$ cat src/rtl/svpwm_pkg.sv
// svpwm_pkg: shared state encoding, widths, period limit and leg bit map
// for the svpwm sequencer (svpwm_ctrl, svpwm_deadtime, svpwm_ctrl_if).
package svpwm_pkg;

  typedef enum logic [1:0] {
    ST_IDLE  = 2'd0,
    ST_FILL  = 2'd1,
    ST_RUN   = 2'd2,
    ST_FAULT = 2'd3
  } state_t;

  localparam int CNT_W      = 16;
  localparam int VIN_W      = 16;
  localparam int DT_W       = 8;
  localparam int FILL_W     = 8;
  localparam int PERIOD_MAX = 32767;

  // leg k drives high side LEG_HI[k] and low side LEG_LO[k]
  localparam logic [2:0][2:0] LEG_HI = {3'd4, 3'd2, 3'd0};
  localparam logic [2:0][2:0] LEG_LO = {3'd1, 3'd5, 3'd3};

endpackage

$ cat src/rtl/svpwm_ctrl_if.sv
// svpwm_ctrl_if: regulator -> sequencer sample handshake.
// master (regulator): drives vin_alpha/vin_beta/vin_valid, sees vin_ready.
interface svpwm_ctrl_if;
  import svpwm_pkg::*;

  logic signed [VIN_W-1:0] vin_alpha;
  logic signed [VIN_W-1:0] vin_beta;
  logic                    vin_valid;
  logic                    vin_ready;

  modport master (
    output vin_alpha,
    output vin_beta,
    output vin_valid,
    input  vin_ready
  );

  modport slave (
    input  vin_alpha,
    input  vin_beta,
    input  vin_valid,
    output vin_ready
  );

endinterface

$ cat src/rtl/svpwm_deadtime.sv
// svpwm_deadtime: one inverter leg with dead-time insertion.
// Ports: clk, rst_n, raw_hi (raw high-side), run (state==RUN); hi, lo out.
module svpwm_deadtime
  import svpwm_pkg::*;
#(
  parameter int DEAD = 8
) (
  input  logic clk,
  input  logic rst_n,
  input  logic raw_hi,
  input  logic run,
  output logic hi,
  output logic lo
);

  logic            prev;
  logic [DT_W-1:0] dcnt;

  // dcnt==1 is the last blanked cycle, so the pair is off exactly DEAD cycles
  always_ff @(posedge clk or negedge rst_n) begin
    if (!rst_n) begin
      prev <= 1'b0;
      dcnt <= DT_W'(DEAD);
      hi   <= 1'b0;
      lo   <= 1'b0;
    end else begin
      prev <= raw_hi;
      if (!run || (raw_hi != prev)) begin
        dcnt <= DT_W'(DEAD);
        hi   <= 1'b0;
        lo   <= 1'b0;
      end else if (dcnt > DT_W'(1)) begin
        dcnt <= dcnt - 1'b1;
      end else begin
        dcnt <= '0;
        hi   <= raw_hi;
        lo   <= ~raw_hi;
      end
    end
  end

endmodule

$ cat src/rtl/svpwm_ctrl.sv
// svpwm_ctrl: carrier, sample latch, fill/run/fault FSM, dead-time gates.
// Ports: clk, rst_n, enable, period_in, fault, fault_clr, vin (slave),
// V_alpha, V_beta, carrier, gate_raw, gate_out, state, underrun, cfg_err.
// Macro SVPWM_DOUBLE_UPDATE_EN: the carrier peak is also an update point.
module svpwm_ctrl #(
  parameter int PIPE_LAT = 5,
  parameter int DEAD     = 8,
  parameter int CNT_W    = svpwm_pkg::CNT_W
) (
  input  logic              clk,
  input  logic              rst_n,
  input  logic              enable,
  input  logic [CNT_W-1:0]  period_in,
  input  logic              fault,
  input  logic              fault_clr,
  svpwm_ctrl_if.slave       vin,
  output logic signed [15:0] V_alpha,
  output logic signed [15:0] V_beta,
  output logic signed [CNT_W-1:0] carrier,
  input  logic [5:0]        gate_raw,
  output logic [5:0]        gate_out,
  output logic [1:0]        state,
  output logic              underrun,
  output logic              cfg_err
);
  import svpwm_pkg::*;

  localparam int PW = CNT_W - 1;

  state_t            st;
  logic [PW-1:0]     cnt;
  logic [PW-1:0]     per_q;
  logic              dn;
  logic              stop_pend;
  logic [FILL_W-1:0] fill_cnt;
  logic              per_ok;
  logic              valley;
  logic              peak;
  logic              upd;
  logic              run;
  logic [5:0]        dt;
  logic              unused_raw;

  assign per_ok = (period_in != '0) &&
                  (period_in <= CNT_W'(PERIOD_MAX));
  assign valley = (cnt == '0);
`ifdef SVPWM_DOUBLE_UPDATE_EN
  assign peak = !dn && (cnt == per_q);
`else
  assign peak = 1'b0;
`endif
  assign upd = ((st == ST_FILL) || (st == ST_RUN)) &&
               !fault && (valley || peak);

  assign vin.vin_ready = upd;
  assign carrier = {1'b0, cnt};
  assign state   = st;
  assign run     = (st == ST_RUN);

  // fault masks the gates in the same cycle, before the state register
  assign gate_out = (run && !fault) ? dt : '0;

  always_ff @(posedge clk or negedge rst_n) begin
    if (!rst_n) begin
      st        <= ST_IDLE;
      cnt       <= '0;
      per_q     <= '0;
      dn        <= 1'b0;
      stop_pend <= 1'b0;
      fill_cnt  <= '0;
      V_alpha   <= '0;
      V_beta    <= '0;
      underrun  <= 1'b0;
      cfg_err   <= 1'b0;
    end else if (fault) begin
      st        <= ST_FAULT;
      stop_pend <= 1'b0;
      fill_cnt  <= '0;
    end else begin
      if (upd) begin
        if (vin.vin_valid) begin
          V_alpha <= vin.vin_alpha;
          V_beta  <= vin.vin_beta;
        end else begin
          underrun <= 1'b1;
        end
      end
      unique case (st)
        ST_IDLE: begin
          cnt       <= '0;
          dn        <= 1'b0;
          stop_pend <= 1'b0;
          fill_cnt  <= '0;
          if (enable && per_ok) begin
            per_q <= period_in[PW-1:0];
            st    <= ST_FILL;
          end else if (enable) begin
            cfg_err <= 1'b1;
          end
        end
        ST_FILL, ST_RUN: begin
          // period only moves at a valley, so a half-cycle never shrinks
          if (valley) begin
            cnt <= PW'(1);
            dn  <= 1'b0;
            if (per_ok) begin
              per_q <= period_in[PW-1:0];
            end else if (enable) begin
              cfg_err <= 1'b1;
            end
          end else if (dn) begin
            cnt <= cnt - PW'(1);
          end else if (cnt >= per_q) begin
            cnt <= cnt - PW'(1);
            dn  <= 1'b1;
          end else begin
            cnt <= cnt + PW'(1);
          end
          if (st == ST_FILL) begin
            if (!enable) begin
              st       <= ST_IDLE;
              cnt      <= '0;
              dn       <= 1'b0;
              fill_cnt <= '0;
            end else if (fill_cnt == FILL_W'(1)) begin
              st       <= ST_RUN;
              fill_cnt <= '0;
            end else if (fill_cnt != '0) begin
              fill_cnt <= fill_cnt - 1'b1;
            end else if (upd && vin.vin_valid) begin
              fill_cnt <= FILL_W'(PIPE_LAT);
            end
          end else if (!enable || stop_pend) begin
            if (valley) begin
              st        <= ST_IDLE;
              cnt       <= '0;
              dn        <= 1'b0;
              stop_pend <= 1'b0;
            end else begin
              stop_pend <= 1'b1;
            end
          end
        end
        ST_FAULT: begin
          if (fault_clr) begin
            st  <= ST_IDLE;
            cnt <= '0;
            dn  <= 1'b0;
          end
        end
      endcase
    end
  end

  for (genvar i = 0; i < 3; i++) begin : g_leg
    svpwm_deadtime #(
      .DEAD(DEAD)
    ) u_leg (
      .clk    (clk),
      .rst_n  (rst_n),
      .raw_hi (gate_raw[LEG_HI[i]]),
      .run    (run),
      .hi     (dt[LEG_HI[i]]),
      .lo     (dt[LEG_LO[i]])
    );
  end

  // low-side raw bits are implied by the high side
  assign unused_raw = ^{gate_raw[LEG_LO[0]],
                        gate_raw[LEG_LO[1]],
                        gate_raw[LEG_LO[2]]};

endmodule
$ cat src/flat_wrapper.sv
// flat-port wrapper written by rule: the top's interface ports become plain ports
module svpwm_ctrl_flat import svpwm_pkg::*;
#(
  parameter int PIPE_LAT = 5,
  parameter int DEAD     = 8,
  parameter int CNT_W    = svpwm_pkg::CNT_W
)
  (clk, rst_n, enable, period_in, fault, fault_clr, V_alpha, V_beta, carrier, gate_raw, gate_out, state, underrun, cfg_err, vin_vin_alpha, vin_vin_beta, vin_vin_valid, vin_vin_ready);
  svpwm_ctrl_if vin_i ();
  input  logic clk;
  input  logic rst_n;
  input  logic enable;
  input  logic [CNT_W-1:0] period_in;
  input  logic fault;
  input  logic fault_clr;
  output logic signed [15:0] V_alpha;
  output logic signed [15:0] V_beta;
  output logic signed [CNT_W-1:0] carrier;
  input  logic [5:0] gate_raw;
  output logic [5:0] gate_out;
  output logic [1:0] state;
  output logic underrun;
  output logic cfg_err;
  input wire logic [$bits(vin_i.vin_alpha)-1:0] vin_vin_alpha;
  input wire logic [$bits(vin_i.vin_beta)-1:0] vin_vin_beta;
  input wire logic [$bits(vin_i.vin_valid)-1:0] vin_vin_valid;
  output wire logic [$bits(vin_i.vin_ready)-1:0] vin_vin_ready;
  assign vin_i.vin_alpha = vin_vin_alpha;
  assign vin_i.vin_beta = vin_vin_beta;
  assign vin_i.vin_valid = vin_vin_valid;
  assign vin_vin_ready = vin_i.vin_ready;
  svpwm_ctrl #(.PIPE_LAT(PIPE_LAT), .DEAD(DEAD), .CNT_W(CNT_W)) u_core (.clk(clk), .rst_n(rst_n), .enable(enable), .period_in(period_in), .fault(fault), .fault_clr(fault_clr), .vin(vin_i), .V_alpha(V_alpha), .V_beta(V_beta), .carrier(carrier), .gate_raw(gate_raw), .gate_out(gate_out), .state(state), .underrun(underrun), .cfg_err(cfg_err));
endmodule
$ cat config.mk
export PLATFORM = sky130hd
export DESIGN_NAME = svpwm_ctrl_flat
export DESIGN_NICKNAME = d
export VERILOG_FILES = /design/src/rtl/svpwm_pkg.sv /design/src/rtl/svpwm_ctrl_if.sv /design/src/rtl/svpwm_deadtime.sv /design/src/rtl/svpwm_ctrl.sv /design/src/flat_wrapper.sv
export SDC_FILE = /design/constraint.sdc
export NUM_CORES = 1
export LEC_CHECK = 0
export ABC_AREA = 0
export ABC_CLOCK_PERIOD_IN_PS = 2700
export BUFFER_PORTS_ARGS = -buffer_cell sky130_fd_sc_hd__buf_2
export CAP_MARGIN = 40
export CORE_UTILIZATION = 45
export DETAILED_ROUTE_END_ITERATION = 10
export PLACE_DENSITY = 0.79
export SLEW_MARGIN = 20
export SYNTH_ARGS = -nofsm -noshare
export SYNTH_HDL_FRONTEND = slang
export SYNTH_SLANG_ARGS = --single-unit
$ cat constraint.sdc
create_clock -name clk -period 2.7 [get_ports clk]
set_clock_uncertainty 0.1 [all_clocks]
set_input_delay 0.135 -clock clk [delete_from_list [all_inputs] [get_ports clk]]
set_output_delay 0.135 -clock clk [all_outputs]
set_load 0.02 [all_outputs]
After elaboration in Yosys (flattened, before gate mapping)
Cells that the tools add are included.
{"block": "totals", "word_cells": 159, "ff_bits": 109, "input_bits": 60, "output_inout_bits": 59}
{"block": "classes", "mux": 67, "n_bitwise": 5, "n_lt_le_gt_ge": 5, "n_reduce_logical": 29, "n_eq_ne": 25, "addsub": 6}
{"op": "2-to-1 mux 15 bit", "count": 11}
{"op": "2-to-1 mux 8 bit", "count": 12}
{"op": "one-hot mux 15 bit (3 select lines)", "count": 1}
{"op": "subtractor 8 x 1 -> 8 bit, second input constant", "count": 4}
{"op": "one-hot mux 15 bit (2 select lines)", "count": 1}
{"op": "2-to-1 mux 1 bit", "count": 28}
{"op": "greater-than comparator 8 x 1 -> 1 bit, second input constant", "count": 3}
{"op": "less-or-equal comparator 16 x 15 -> 1 bit, second input constant", "count": 1}
{"op": "2-to-1 mux 2 bit", "count": 8}
{"op": "one-hot mux 8 bit (2 select lines)", "count": 1}
{"op": "nonzero test 16 bit", "count": 1}
{"op": "adder 15 x 1 -> 15 bit, second input constant", "count": 1}
{"op": ">= comparator 15 bit", "count": 1}
{"op": "logical NOT 15 bit", "count": 1}
{"op": "AND reduction 5 bit", "count": 3}
{"op": "subtractor 15 x 1 -> 15 bit, second input constant", "count": 1}
{"op": "inequality test 2 bit, second input constant", "count": 6}
{"op": "AND reduction 3 bit", "count": 4}
{"op": "inequality test 3 x 2 -> 1 bit, second input constant", "count": 3}
{"op": "equality test 8 x 1 -> 1 bit, second input constant", "count": 1}
{"op": "inequality test 4 x 2 -> 1 bit, second input constant", "count": 2}
{"op": "nonzero test 8 bit", "count": 1}
{"op": "logical AND 1 bit", "count": 6}
{"op": "2-to-1 mux 6 bit", "count": 1}
{"op": "18 further kinds", "count": 35}

Longest topological paths before layout
{"block": "depth", "ltp_word": 12, "mapped_depth": 11, "ltp_nobuf": 9}

Hierarchy
A second synthesis with hierarchy kept.
{"block": "hier_totals", "hier_cells": 620, "area_unflattened_um2": 6317.3}
{"mod": "svpwm_ctrl", "seq_area_each_um2": 1901.8, "area_per_inst_um2": 4568.1, "n_inst": 1, "cells_per_inst": 443}
{"mod": "svpwm_deadtime (u_core.g_leg[1].u_leg ...)", "seq_area_each_um2": 276.5, "area_per_inst_um2": 580.6, "n_inst": 2, "cells_per_inst": 59}
{"mod": "svpwm_deadtime (u_core.g_leg[0].u_leg)", "seq_area_each_um2": 276.5, "area_per_inst_um2": 588.1, "n_inst": 1, "cells_per_inst": 59}

Worst setup path before layout
Ideal clock, no wire load.
{"block": "synth_path", "path_type": "register -> register", "from": "register u_core.cnt[0]", "to": "register u_core.cnt[12]", "required_ps": 2480, "path_buffers": 2, "setup_ps": 120, "period_less_slack_ps": 2669, "path_slack_ps": 31, "arrival_ps": 2449, "path_stages_with_launch": 12, "cell_sequence": "dfrtp_1 inv_1 ha_1 nand2b_1 a211o_1 a211oi_1 o41ai_1 buf_2 buf_2 o2111ai_1 o311ai_1 a31o_2"}
{"block": "synth_between", "elab_chain_len": 8, "word_cells_on_any_way": 12, "cone_classes": "add/sub: 2; order compare: 1; mux: 8; reduce/logical: 1"}
{"element": "start: declaration", "line_no": "svpwm_ctrl.sv:31", "text": "logic [PW-1:0] cnt;"}
{"element": "start signal: assignment", "line_no": "svpwm_ctrl.sv:112", "text": "cnt <= cnt - PW'(1);"}
{"element": "start signal: assignment", "line_no": "svpwm_ctrl.sv:114", "text": "cnt <= cnt - PW'(1);"}
{"element": "start signal: assignment", "line_no": "svpwm_ctrl.sv:117", "text": "cnt <= cnt + PW'(1);"}
{"element": "adder 15 x 1 -> 15 bit, or another cell as far along", "line_no": "svpwm_ctrl.sv:117"}
{"element": "2-to-1 mux 15 bit", "line_no": "svpwm_ctrl.sv:113", "text": "end else if (cnt >= per_q) begin"}
{"element": "2-to-1 mux 15 bit", "line_no": "svpwm_ctrl.sv:111", "text": "end else if (dn) begin"}
{"element": "2-to-1 mux 15 bit", "line_no": "svpwm_ctrl.sv:103", "text": "if (valley) begin"}
{"element": "2-to-1 mux 15 bit", "line_no": "svpwm_ctrl.sv:134", "text": "if (valley) begin"}
{"element": "2-to-1 mux 15 bit", "line_no": "svpwm_ctrl.sv:133", "text": "end else if (!enable || stop_pend) begin"}
{"element": "2-to-1 mux 15 bit *", "line_no": "svpwm_ctrl.sv:119", "text": "if (st == ST_FILL) begin"}
{"element": "one-hot mux 15 bit (3 select lines) *", "line_no": "svpwm_ctrl.sv:88", "text": "unique case (st)"}
Mark *: on every way between the ends. The rest lies on a longest branch, timed or not.
A chain may end at the register's enable or synchronous reset.

Final worst setup path
{"block": "layout_path", "from": "register u_core.cnt[1]", "to": "register u_core.V_beta[15]"}
{"block": "layout_between", "elab_chain_len": 3}
{"element": "logical NOT 15 bit", "line_no": "svpwm_ctrl.sv:46", "text": "assign valley = (cnt == '0);"}
{"element": "logical AND 1 bit", "line_no": "svpwm_ctrl.sv:53", "text": "!fault && (valley || peak);"}
{"element": "AND reduction 3 bit (no source line)"}
{"element": "end signal: assignment", "line_no": "svpwm_ctrl.sv:83", "text": "V_beta <= vin.vin_beta;"}
{"element": "end: declaration", "line_no": "svpwm_ctrl.sv:18", "text": "output logic signed [15:0] V_beta,"}
No other way between the ends.

==> flow_summary.ini <==
[worst_setup_path]
r2r_start = u_core.cnt[1]
r2r_slack_ps = 60
critPathMaxStageDelay_ps = 490
end_kind = register
path_max_fanout = 32
cp_data_arrival_time_ps = 2780
required_ps = 2840
crit_slowest_cell = or4b_4
reg2regPathDepth = 7
crit_chain = inv_2, ha_4, or4b_4, nor4_4, and4_4, buf_12, mux2_2
crit_path_start_kind = register
reg2reg_to = u_core.V_beta[15]
path_class = register to register

[min_path]
holdPathEnd = u_core.stop_pend
hold_path_class = primary input to register
holdPathStages = 2
worstHoldStart = fault

[logic_synthesis]
seq_area_frac_synth_pct = 46.9
synthTopCellsByArea = dfrtp_1 46%, ha_1 6.7%, mux2_2 6.6%
synth-main-ff-cell = dfrtp_1
syn-num-nets = 677
synth_cell_types = 62
synth_edf_count = 0
yosys_warnings = 0
synth_area_leader_cell = dfrtp_1
synthCells = 586
synth_area_um2 = 5820
ys_seq_elements = 109
synth.avg_cell_area_um2 = 9.94
synth_top_area_share_pct = 45.5
synthArstFlopShare_pct = 100

[power]
p_switching_w = 0.00277
internal_power_w = 0.00423
power_frac_comb_pct = 47.3
p_leak_nw = 3.58
peakVddDrop_mv = 0.367
p_clk_share_pct = 18.3
power_density_nw_per_um2 = 918
seq_power_share_pct = 34.4
swShare_pct = 39.6

[routing]
wire_per_inst_um = 15.7
route.detailed.drc = 0
routed_wl_mm = 14.9
postRouteAntennaNets = 0
first_iter_violations = 277
viasPerCell = 5.36
first_pass_iters = 5
num_vias = 5084

[final_layout]
num-nets-final = 864
regArea_um2 = 2730
final_cell_mix = 114 x buf_2, 106 x dfrtp_1, 65 x nor2_1
layout_commonest_cell = buf_2
final_area_um2 = 7640
fillers = 1023
area_growth_pct = 31.1
multi_input_area_um2 = 2880
layout-drive-gt1-share_pct = 28.4
final_util_pct = 60.5
stdcell_count = 948

[global_routing]
grt_remaining_overflow = 0
grt_max_degree = 67
grt_pass1_vias = 5027
grt_pass1_wl_mm = 23.9
antenna_found_initial = 1
track_usage_pct = 23.1

[cts]
cts_max_path_buffers = 2
cts-buffers-inserted = 9
cts_tree = yes
h-tree-depth = 3
numClockSinks = 109
cts-root-buf = clkbuf_16
clkLatencyLatePin_ps = 350
path_clk_slew_ps = 70

[placed_design]
place_ws_ps = 87.3
routabilityCongestion = 0.900
dp_hpwl_mm = 10.2
dpl-instance-area_um2 = 6720
dp_cells = 873
port_buffers = 114

[sta]
grt_setup_unrepaired = yes
hold_viol_final = 0
period_share_pct = 97.8
fmax_ghz = 0.379
setup_viol = 0
fin_ws_ps = 59.6
worst_slew_pin_slew_ps = 578
slew_headroom_pct = 61.4
drv_slew = 0
finalWorstPathRequiredPeriod_ps = 2640
whs_ps = 19.1

[die]
fp.dieArea_um2 = 13400
core_region_area_um2 = 12600
io_pins = 119
start_util_pct = 46.2
die_h_um = 116
die_w_um = 116
rows = 41

[job]
cap_violations = 0

[status]
status = finished, final reports clean
==> repair_timing <==
action	4_1_cts	5_1_grt
buffers inserted	0	10
endpoints found under the setup margin	0	46
hold buffers	52	0
hold endpoints to repair	94	0
gates resized for setup	0	17
==> final cells by class <==
cell class | instances | share of cell area, %
antenna | 1 | 0.0328
clock buffer | 11 | 3.05
clock inverter | 2 | 0.491
tap | 172 | 2.82
inverter | 40 | 1.97
sequential | 109 | 35.8
timing repair buffer | 200 | 18.2
multi-input combinational | 413 | 37.7
==> synthesized netlist by cell type (all sizes together), types with 2 or more instances <==
cell type	number
a211o	2
a211oi	5
nand2	50
clkbuf	11
or2	2
nor4b	3
dfstp	3
a21oi	23
nor3	19
mux2i	14
o21ai	34
mux2	34
nor2	67
or3	3
o31ai	2
o41ai	3
and4	3
xnor2	11
nor2b	2
o311ai	2
dfrtp	106
buf	13
o2111ai	4
or4	2
o21bai	4
o211ai	4
and2	10
inv	40
nand3b	4
and3	2
a21o	2
ha	31
a31oi	3
nand3	14
a41oi	2
nand2b	12
o22ai	3
nand4	4
nor4	15
xor2	8
==> state kept, by name, indices dropped and copies added (netlist names) <==
| name | cells |
|---|---|
| u_core.V_alpha | 16 |
| u_core.V_beta | 16 |
| u_core.cfg_err | 1 |
| u_core.cnt | 15 |
| u_core.dn | 1 |
| u_core.fill_cnt | 8 |
| u_core.g_leg.u_leg.dcnt | 24 |
| u_core.g_leg.u_leg.hi | 3 |
| u_core.g_leg.u_leg.lo | 3 |
| u_core.g_leg.u_leg.prev | 3 |
| u_core.per_q | 15 |
| u_core.state | 2 |
| u_core.stop_pend | 1 |
| u_core.underrun | 1 |
==> kinds of logic after synthesis <==
kind of cell | Yosys count | share of synthesized area [%]
AO/OA/AOI/OAI | 99 | 11.1
adder cells (fa/ha/maj) | 31 | 6.66
XOR/XNOR | 19 | 2.86
AND/OR/NAND/NOR | 215 | 18.6
buffers and inverters | 64 | 4.85
other | 1 | 0.0644
flip-flops | 109 | 46.9
multiplexers | 48 | 8.98
==> per-layer routing <==
layer	GRT usage (%)	wire, µm	vias to the layer above	share of wire (%)
li1	-	-	2406	-
met1	28.1	5880	2477	39
met2	40.2	7880	170	53
met3	4.50	784	31	5.3
met4	9.57	374	0	2.5
met5	0	0	-	0
==> worst max-delay path by stage <==
stage / start / end / slack, ps / depth (start not counted)
floorplan: u_core.cnt[0] / u_core.cnt[12] / 30 / 11
global placement: u_core.cnt[0] / u_core.cnt[6] / 120 / 10
detailed placement: u_core.cnt[0] / u_core.cnt[11] / 90 / 10
CTS: u_core.cnt[6] / u_core.cnt[13] / 60 / 9
global route: u_core.cnt[1] / u_core.per_q[3] / -60 / 10
finish: u_core.cnt[1] / u_core.V_beta[15] / 60 / 7
==> metrics by stage <==
step	total power (W)	setup TNS [ps]
floorplan	0.00452	0
global placement	0.00529	0
detailed placement	0.00547	0
CTS	0.00683	0
global route	0.00745	-676
finish	0.00701	0
==> critical path: cells and delay by family, from the launching register on <==
kind / cells / cell delay [ps]
multiplexers: 1 / 380
flip-flops: 1 / 410
buffers and inverters: 2 / 310
AND/OR/NAND/NOR: 3 / 1190
adder cells (fa/ha/maj): 1 / 130
==> power groups by stage <==
stage	combinational, W	sequential, W	clock (W)
2_1_floorplan	0.00180	0.00272	0
3_3_place_gp	0.00291	0.00238	0
3_5_place_dp	0.00305	0.00242	0
4_1_cts	0.00313	0.00239	0.00131
5_1_grt	0.00363	0.00246	0.00136
6_report	0.00331	0.00241	0.00128
Note: power is estimated with default switching activity, not from simulation.
